==> config.mk <==
export PLATFORM = sky130hd
export DESIGN_NAME = systolic_array_ctrl_4_4
export DESIGN_NICKNAME = d
export VERILOG_FILES = /design/src/rtl/sa_pkg.sv /design/src/rtl/sa_delay_line.sv /design/src/rtl/systolic_array_ctrl_4_4.sv
export SDC_FILE = /design/constraint.sdc
export NUM_CORES = 1
export LEC_CHECK = 0
export CORE_AREA = 2 2 317 319
export CTS_CLUSTER_DIAMETER = 60
export CTS_CLUSTER_SIZE = 10
export DETAILED_ROUTE_END_ITERATION = 12
export DIE_AREA = 0 0 319 321
export PLACE_DENSITY = 0.37
export SLEW_MARGIN = 20
export SYNTH_ARGS = -nofsm -noshare
export SYNTH_HDL_FRONTEND = slang
export SYNTH_SLANG_ARGS = --single-unit
==> constraint.sdc <==
create_clock -name ctrl_clk -period 6.3 [get_ports ctrl_clk]
set_input_delay 1.89 -clock ctrl_clk [delete_from_list [all_inputs] [get_ports ctrl_clk]]
set_output_delay 1.89 -clock ctrl_clk [all_outputs]
set_load 0.005 [all_outputs]
==> src/rtl/sa_pkg.sv <==
// Shared constants, FSM state encoding and tracking-pipe entry for the
// 4x4 systolic array sequencer.
package sa_pkg;
  localparam int DEF_DATA_WIDTH = 32;
  localparam int ARRAY_N        = 4;
  localparam int DEF_OUT_LAT    = 4;
  // Cycles from vector accept to its aligned result vector.
  localparam int ALIGN_LAT      = ARRAY_N - 1 + DEF_OUT_LAT;

  typedef enum logic [1:0] {IDLE, LOAD, FEED, DRAIN} state_e;

  // One stage of the valid/last tracking pipe.
  typedef struct packed {
    logic vld;
    logic last;
  } trk_t;
endpackage

==> src/rtl/sa_delay_line.sv <==
// Fixed-depth register delay line with async active-low clear.
// DEPTH=0 degenerates to a wire.
module sa_delay_line #(
  parameter int DEPTH = 1,
  parameter int WIDTH = 32
) (
  input  logic             clk,
  input  logic             rst_n,
  input  logic [WIDTH-1:0] d,
  output logic [WIDTH-1:0] q
);
  if (DEPTH == 0) begin : g_wire
    assign q = d;
  end else begin : g_regs
    logic [DEPTH-1:0][WIDTH-1:0] stage_q, stage_d;

    // Shift one stage per cycle, new sample enters stage 0.
    always_comb begin
      stage_d    = stage_q;
      stage_d[0] = d;
      for (int i = 1; i < DEPTH; i++) stage_d[i] = stage_q[i-1];
    end

    // Stage registers, cleared on reset so no stale data leaks out.
    always_ff @(posedge clk or negedge rst_n) begin
      if (!rst_n) stage_q <= '0;
      else        stage_q <= stage_d;
    end

    assign q = stage_q[DEPTH-1];
  end
endmodule

==> src/rtl/systolic_array_ctrl_4_4.sv <==
// Sequencer for a 4x4 weight-stationary systolic array: loads weights
// top-down, feeds skewed activation vectors on the left edge and deskews
// the bottom-edge outputs into aligned result vectors.
module systolic_array_ctrl_4_4
  import sa_pkg::*;
#(
  parameter int DATA_WIDTH = DEF_DATA_WIDTH,
  parameter int OUT_LAT    = DEF_OUT_LAT
) (
  input  logic                            ctrl_clk,
  input  logic                            ctrl_rst_n,
  input  logic                            w_valid,
  output logic                            w_ready,
  input  logic [ARRAY_N*DATA_WIDTH-1:0]   w_data,
  input  logic                            x_valid,
  output logic                            x_ready,
  input  logic [ARRAY_N*DATA_WIDTH-1:0]   x_data,
  input  logic                            x_last,
  output logic                            y_valid,
  output logic [ARRAY_N*DATA_WIDTH-1:0]   y_data,
  output logic                            y_last,
  output logic                            busy,
  output logic                            weights_loaded,
  output logic [ARRAY_N*ARRAY_N-1:0]      arr_mode,
  output logic [ARRAY_N-1:0]              arr_en_up,
  output logic [ARRAY_N*DATA_WIDTH-1:0]   arr_data_up,
  output logic [ARRAY_N-1:0]              arr_en_left,
  output logic [ARRAY_N*DATA_WIDTH-1:0]   arr_data_left,
  input  logic [ARRAY_N*DATA_WIDTH-1:0]   arr_data_down
);
  // Package latency tracks the default OUT_LAT; adjust if overridden.
  localparam int AL = ALIGN_LAT + (OUT_LAT - DEF_OUT_LAT);

  typedef logic [ARRAY_N-1:0][DATA_WIDTH-1:0] vec_t;

  state_e     state_q, state_d;
  logic [1:0] beat_cnt_q, beat_cnt_d;
  logic       weights_loaded_q, weights_loaded_d;
  trk_t [AL:1] vld_pipe_q, vld_pipe_d;

  logic w_acc, x_acc, load, pipe_busy;
  vec_t x_vec, v, skew, down, aligned;

  assign w_acc = w_valid & w_ready;
  assign x_acc = x_valid & x_ready;

  // Anything still in flight except the tail means results are pending.
  always_comb begin
    pipe_busy = 1'b0;
    for (int i = 1; i < AL; i++) pipe_busy = pipe_busy | vld_pipe_q[i].vld;
  end

  // Next-state and handshake decode.
  always_comb begin
    state_d          = state_q;
    beat_cnt_d       = beat_cnt_q;
    weights_loaded_d = weights_loaded_q;
    w_ready          = 1'b0;
    x_ready          = 1'b0;
    arr_en_left      = '0;
    load             = 1'b0;
    case (state_q)
      IDLE: begin
        if (w_valid) begin
          state_d          = LOAD;
          weights_loaded_d = 1'b0;
          beat_cnt_d       = '0;
        end else if (x_valid && weights_loaded_q) begin
          state_d = FEED;
        end
      end
      LOAD: begin
        load    = 1'b1;
        w_ready = 1'b1;
        if (w_valid) begin
          beat_cnt_d = beat_cnt_q + 2'd1;
          if (beat_cnt_q == 2'd3) begin
            weights_loaded_d = 1'b1;
            state_d          = x_valid ? FEED : IDLE;
          end
        end
      end
      FEED: begin
        x_ready     = 1'b1;
        arr_en_left = '1;
        if (x_valid && x_last) state_d = DRAIN;
      end
      DRAIN: begin
        arr_en_left = '1;
        if (!pipe_busy) state_d = IDLE;
      end
      default: state_d = IDLE;
    endcase
  end

  // Valid/last tracking pipe; bubbles enter as invalid entries.
  always_comb begin
    vld_pipe_d         = vld_pipe_q;
    vld_pipe_d[1].vld  = x_acc;
    vld_pipe_d[1].last = x_acc & x_last;
    for (int i = 2; i <= AL; i++) vld_pipe_d[i] = vld_pipe_q[i-1];
  end

  // Control state registers.
  always_ff @(posedge ctrl_clk or negedge ctrl_rst_n) begin
    if (!ctrl_rst_n) begin
      state_q          <= IDLE;
      beat_cnt_q       <= '0;
      weights_loaded_q <= 1'b0;
      vld_pipe_q       <= '0;
    end else begin
      state_q          <= state_d;
      beat_cnt_q       <= beat_cnt_d;
      weights_loaded_q <= weights_loaded_d;
      vld_pipe_q       <= vld_pipe_d;
    end
  end

  // Weight path: top edge only carries data on accepted beats, zero otherwise.
  assign arr_mode    = {(ARRAY_N*ARRAY_N){load}};
  assign arr_en_up   = {ARRAY_N{w_acc}};
  assign arr_data_up = w_acc ? w_data : '0;

  // Activation path: unaccepted cycles inject a zero bubble.
  assign x_vec = x_data;
  assign v     = x_acc ? x_vec : '0;
  assign down  = arr_data_down;

  // Row k is skewed by k cycles; column j is deskewed by N-1-j cycles.
  for (genvar g = 0; g < ARRAY_N; g++) begin : g_lane
    if (g == 0) begin : g_skew_wire
      assign skew[g] = v[g];
    end else begin : g_skew_regs
      sa_delay_line #(.DEPTH(g), .WIDTH(DATA_WIDTH)) u_skew (
        .clk(ctrl_clk), .rst_n(ctrl_rst_n), .d(v[g]), .q(skew[g])
      );
    end
    if (g == ARRAY_N - 1) begin : g_deskew_wire
      assign aligned[g] = down[g];
    end else begin : g_deskew_regs
      sa_delay_line #(.DEPTH(ARRAY_N - 1 - g), .WIDTH(DATA_WIDTH)) u_deskew (
        .clk(ctrl_clk), .rst_n(ctrl_rst_n), .d(down[g]), .q(aligned[g])
      );
    end
  end

  assign arr_data_left  = (arr_en_left != '0) ? skew : '0;
  assign y_valid        = vld_pipe_q[AL].vld;
  assign y_last         = vld_pipe_q[AL].last;
  // Gate data with valid so the stream is quiet between results and in reset.
  assign y_data         = y_valid ? aligned : '0;
  assign busy           = (state_q != IDLE);
  assign weights_loaded = weights_loaded_q;
endmodule

# Word-level counts from Yosys, hierarchy flattened
# Index checks and enable logic that the tools add are counted.
# totals
ramBits,0
inputBits,389
latch_bits,0
mem_count,0
register_bits,403
romBits,0
word_cells,80
output_inout_bits,414
# classes
n_mul,0
n_eq_ne,10
div,0
mux,22
order_cmp,0
bitwise,8
shift,0
addsub,1
n_reduce_logical,10
# ops
op,count
$mux 128,4
$mux 2,9
$ne 2x2->1 const B,5
$pmux 2 s4,1
$eq 2x2->1 const B,3
$mux 1,5
$or 1x1->1,5
$reduce_and 5->1,1
$mux 4,1
$pmux 2 s2,1
$reduce_and 4->1,1
$reduce_bool 2->1,2
$reduce_bool 4->1,1
$and 1x1->1,3
$ne 3x3->1 const B,1
$reduce_and 3->1,1
$add 2x1->2 const B,1
$eq 2x1->1 const B,1
$logic_and 1x1->1,2
$logic_not 2->1,1
$pmux 1 s2,1
$reduce_or 2->1,1

# Longest topological paths before layout
# depth
depth_word,7
mapped_depth,5
ltp_nobuf,4

# By module
# From an unflattened synthesis, not the netlist that was laid out.
# unflattened
hier_cells,1018
area_unflattened_um2,13768.2
# modules_own_cells
module,cells_each,seq_area_each_um2,n_inst,area_per_inst_um2
sa_delay_line at g_lane[0].g_deskew_regs.u_deskew ...,96,2402.3,2,2402.3
systolic_array_ctrl_4_4,634,475.5,1,4159.0
sa_delay_line at g_lane[1].g_deskew_regs.u_deskew ...,64,1601.5,2,1601.5
sa_delay_line at g_lane[1].g_skew_regs.u_skew ...,32,800.8,2,800.8

# Least setup slack after synthesis
# Ideal clock, no wire load.
# synth_timing
kind,input -> output
startpoint,in w_valid
endpoint,out arr_en_up[0]
setup_slack_ps,1851
t_required_ps,4410
arrival_time_ps,2559
path_stages,4
n_path_buf,3
path_cell_list,buf_2 -> clkbuf_1 -> and2_1 -> buf_4
# synth_via
elab_chain_cells,1
# synth_lines
element,line,source
start: declaration,systolic_array_ctrl_4_4.sv:12,"input logic w_valid,"
$and 1x1->1,systolic_array_ctrl_4_4.sv:44,assign w_acc = w_valid & w_ready;
end: declaration,systolic_array_ctrl_4_4.sv:25,"output logic [ARRAY_N-1:0] arr_en_up,"
# No other way between the ends.

# Worst setup path in the final report
# layout_timing
startpoint,in w_valid
endpoint,out arr_data_up[50]
# layout_via
elab_chain_cells,2
# layout_lines
element,line,source
$and 1x1->1,systolic_array_ctrl_4_4.sv:44,
$mux 128,systolic_array_ctrl_4_4.sv:122,assign arr_data_up = w_acc ? w_data : '0;
end: declaration,systolic_array_ctrl_4_4.sv:26,"output logic [ARRAY_N*DATA_WIDTH-1:0] arr_data_up,"
# No other way between the ends.

==> results.json <==
{
  "synthesis.instances": 1019,
  "crit_start": "w_valid",
  "via_total_after_detailed_routing": 10611,
  "critPathTopFamily": "buffers and inverters",
  "numCtsBuffers": 55,
  "core_area_um2": 99300,
  "critical-path-slowest-cell": "sky130_fd_sc_hd__clkdlybuf4s50_1",
  "clkTransAtPathRegs_ns": 0.05,
  "worstReg2RegStart": "state_q[1]",
  "synth_fp_nets": 1409,
  "mean_routed_wirelength_per_cell_um": 19.7,
  "placement.io_buffers": 802,
  "io_pins": 803,
  "routed_via_density": 3.40,
  "min-delay-path-class": "reg2reg",
  "total_leakage_power_nw": 11.3,
  "rows": 116,
  "vdd_drop_max_v": 0.000185,
  "ys_warn_count": 0,
  "maxCapViolCount": 0,
  "p_clk_share_pct": 43.0,
  "drtIter0Drc": 458,
  "number_of_global_route_vias_before_repair": 11641,
  "clk_root_buffer_cell": "sky130_fd_sc_hd__clkbuf_16",
  "insertion_delay_ns": 0.62,
  "cts_buffer_depth": 3,
  "p_per_area_nw_per_um2": 275,
  "numClockSinks": 403,
  "timing.setup.critical_path_class": "in2out",
  "layout-area-overhead-vs-synth_pct": 79.3,
  "post_synth_instance_area_um2": 13900,
  "post_synth.cell_area_avg_um2": 13.6,
  "detailedPlacementHpwl_um": 46100,
  "gp_routability_congestion": 0.921,
  "fin_tns_setup_ns": 0,
  "switchingPower_w": 0.00172,
  "dpl_worst_slack_ns": 1.02,
  "drtPass1Iterations": 4,
  "drcViolationCount": 0,
  "path_buf_inv": 3,
  "initial_utilization_pct": 14.0,
  "design.die.area_um2": 102000,
  "setup_slack_ns": 1.03,
  "die-width_um": 319,
  "worst-endpoint-arrival_ns": 3.38,
  "initial_antenna_violation_count": 27,
  "final-setup-viol-count": 0,
  "clock_tree_from_tritoncts": "yes",
  "power.sequential.fraction_pct": 39.9,
  "rsz0062_at_grt": "no",
  "synthTopCellsByArea": "sky130_fd_sc_hd__dfrtp_1, sky130_fd_sc_hd__and3_1, sky130_fd_sc_hd__and2_1",
  "report.final.slew_viol_count": 0,
  "synth_cell_type_count": 23,
  "combinational_share_of_power_pct": 17.2,
  "slew-limit-headroom_pct": 43.6,
  "routed_wl_um": 61400,
  "final_hold_viol_count": 0,
  "cts.repair.resized": 0,
  "endpoint_kind": "primary output",
  "period_needed_ns": 5.27,
  "data_required_time_of_the_critical_path_ns": 4.41,
  "ctsHtreeMaxLevel": 2,
  "p_int_w": 0.00512,
  "n_fill_cell": 10506,
  "synthDominantCellAreaShare_pct": 72.8,
  "post-cts-setup-buffers": 0,
  "overflow": 0,
  "grt_pass1_wl_um": 87500,
  "timing.fmax_ghz": 0.190,
  "dieHeight_um": 321,
  "fin_nets": 2174,
  "synth_sequential_area_ratio_pct": 72.8,
  "switching_share_pct": 25.2,
  "timing_worst_slew_pin_value_ns": 0.845,
  "pin_count_of_the_biggest_net_entering_global_routing": 134,
  "cts.hold.buffers_added": 0,
  "overall_global_routing_usage_pct": 11.7,
  "design_power_total_w": 0.00684,
  "ant_nets": 0,
  "critical_path.max_stage_delay_ns": 0.72,
  "cp_max_fo": 133,
  "drive_above_1_share_pct": 5.47,
  "critical_path_cell_by_cell": "buf_2, buf_12, and3_1, clkdlybuf4s50_1",
  "synth_area_leader_cell": "sky130_fd_sc_hd__dfrtp_1",
  "ys_seq_elements": 403,
  "timing.clock.skew_ns": 0.0249,
  "run_status": "finished, final reports clean",
  "layout_worst_path_cycle_share_pct": 83.7,
  "timing.critical_path.from_type": "primary input"
}
[placed cells by master (no fill, tap or decap), drive strengths merged]
cell,netlist,final
clkdlybuf4s50,0,799
dfrtp,403,403
and3,258,258
and2,226,226
clkbuf,51,63
buf,55,15
diode,0,11
clkinv,0,11
nor2,6,6
nand2,4,4
clkinvlp,0,4
bufinv,0,3
inv,1,3
a21oi,2,2
nand2b,2,2
o21ai,2,2
and2b,1,1
nor4,1,1
nand3,1,1
nor3,1,1
a21o,1,1
o2bb2ai,1,1
a31oi,1,1
or2,1,1
ha,1,1
[routing by layer]
metal / track usage [%] / up-vias / wire [µm] / part of all wire [%]
li1: - / 4818 / - / -
met2: 19.2 / 443 / 29300 / 48
met5: 1.42 / - / 359 / 0.58
met3: 5.63 / 101 / 6320 / 10
met1: 13.3 / 5223 / 24000 / 39
met4: 3.36 / 26 / 1410 / 2.3
[synth_stat cells, drive strengths merged]
cell,count
clkbuf,51
and2b,1
nand2,4
a31oi,1
nand3,1
or2,1
inv,1
nand2b,2
and2,226
and3,258
a21o,1
nor2,6
o2bb2ai,1
o21ai,2
nor3,1
buf,55
dfrtp,403
ha,1
nor4,1
a21oi,2
[path summary, 6_finish.rpt]
path,to,slack (ns),cells after the start
hold / removal,flip-flop,0.33,0
min in group asynchronous,g_lane[2].g_deskew_regs.u_deskew.q[26],1.35,1
setup / recovery,arr_data_up[50],1.03,4
max in group asynchronous,y_valid,3.80,2
setup reg to reg,g_lane[3].g_skew_regs.u_skew.g_regs.stage_d[34],4.67,4
hold reg to reg,flip-flop,0.33,0
[through the flow]
stage / cells / utilization [%] / cell area, µm² / hold slack (ns)
after CTS: 3107 / 25.0 / 24800 / 0.325
after global placement: 3024 / 23.2 / 23100 / 0.331
after floorplan: 1019 / - / 13900 / 0.331
after detailed placement: 3024 / 23.2 / 23100 / 0.335
final: 3119 / 25.0 / 24900 / 0.330
after global routing: 3115 / 25.0 / 24800 / 0.327
[flip-flops by register name (all words and copies together) (netlist names)]
| signal | cells |
|---|---|
| state_q | 2 |
| y_last | 1 |
| weights_loaded | 1 |
| g_lane.g_skew_regs.u_skew.g_regs.stage_d | 96 |
| vld_pipe_d | 12 |
| y_valid | 1 |
| g_lane.g_deskew_regs.u_deskew.g_regs.stage_d | 96 |
| g_lane.g_skew_regs.u_skew.q | 96 |
| g_lane.g_deskew_regs.u_deskew.q | 96 |
| beat_cnt_q | 2 |
[layout make-up]
cell class | instances | area [µm²] | share of cell area [%]
Antenna cell | 11 | 27.5 | 0.111
Tap cell | 1298 | 1620 | 6.54
Timing Repair Buffer | 814 | 8210 | 33.0
Clock inverter | 20 | 273 | 1.10
Sequential cell | 403 | 10100 | 40.6
Inverter | 1 | 3.75 | 0.0151
Multi-Input combinational cell | 509 | 3170 | 12.8
Clock buffer | 63 | 1450 | 5.82
[power by group through the flow]
stage,clock network [W],registers [W],logic [W]
2_1_floorplan,0,0.00275,0.000470
3_5_place_dp,0,0.00278,0.00119
5_1_grt,0.00319,0.00274,0.00126
3_3_place_gp,0,0.00277,0.00119
4_1_cts,0.00308,0.00273,0.00120
6_report,0.00294,0.00273,0.00118
[logic make-up (layout without fill, tap and decap cells)]
| kind of cell | count (synthesis) | after routing | synth area share (%) |
|---|---|---|---|
| adders and majority gates | 1 | 1 | 0.0903 |
| and+or+nand+nor | 501 | 501 | 22.5 |
| DFF | 403 | 403 | 72.8 |
| other | 0 | 11 | 0 |
| AOI/OAI and AO/OA | 7 | 7 | 0.307 |
| buffers and inverters | 107 | 898 | 4.34 |
(Power assumes the default switching activity.)
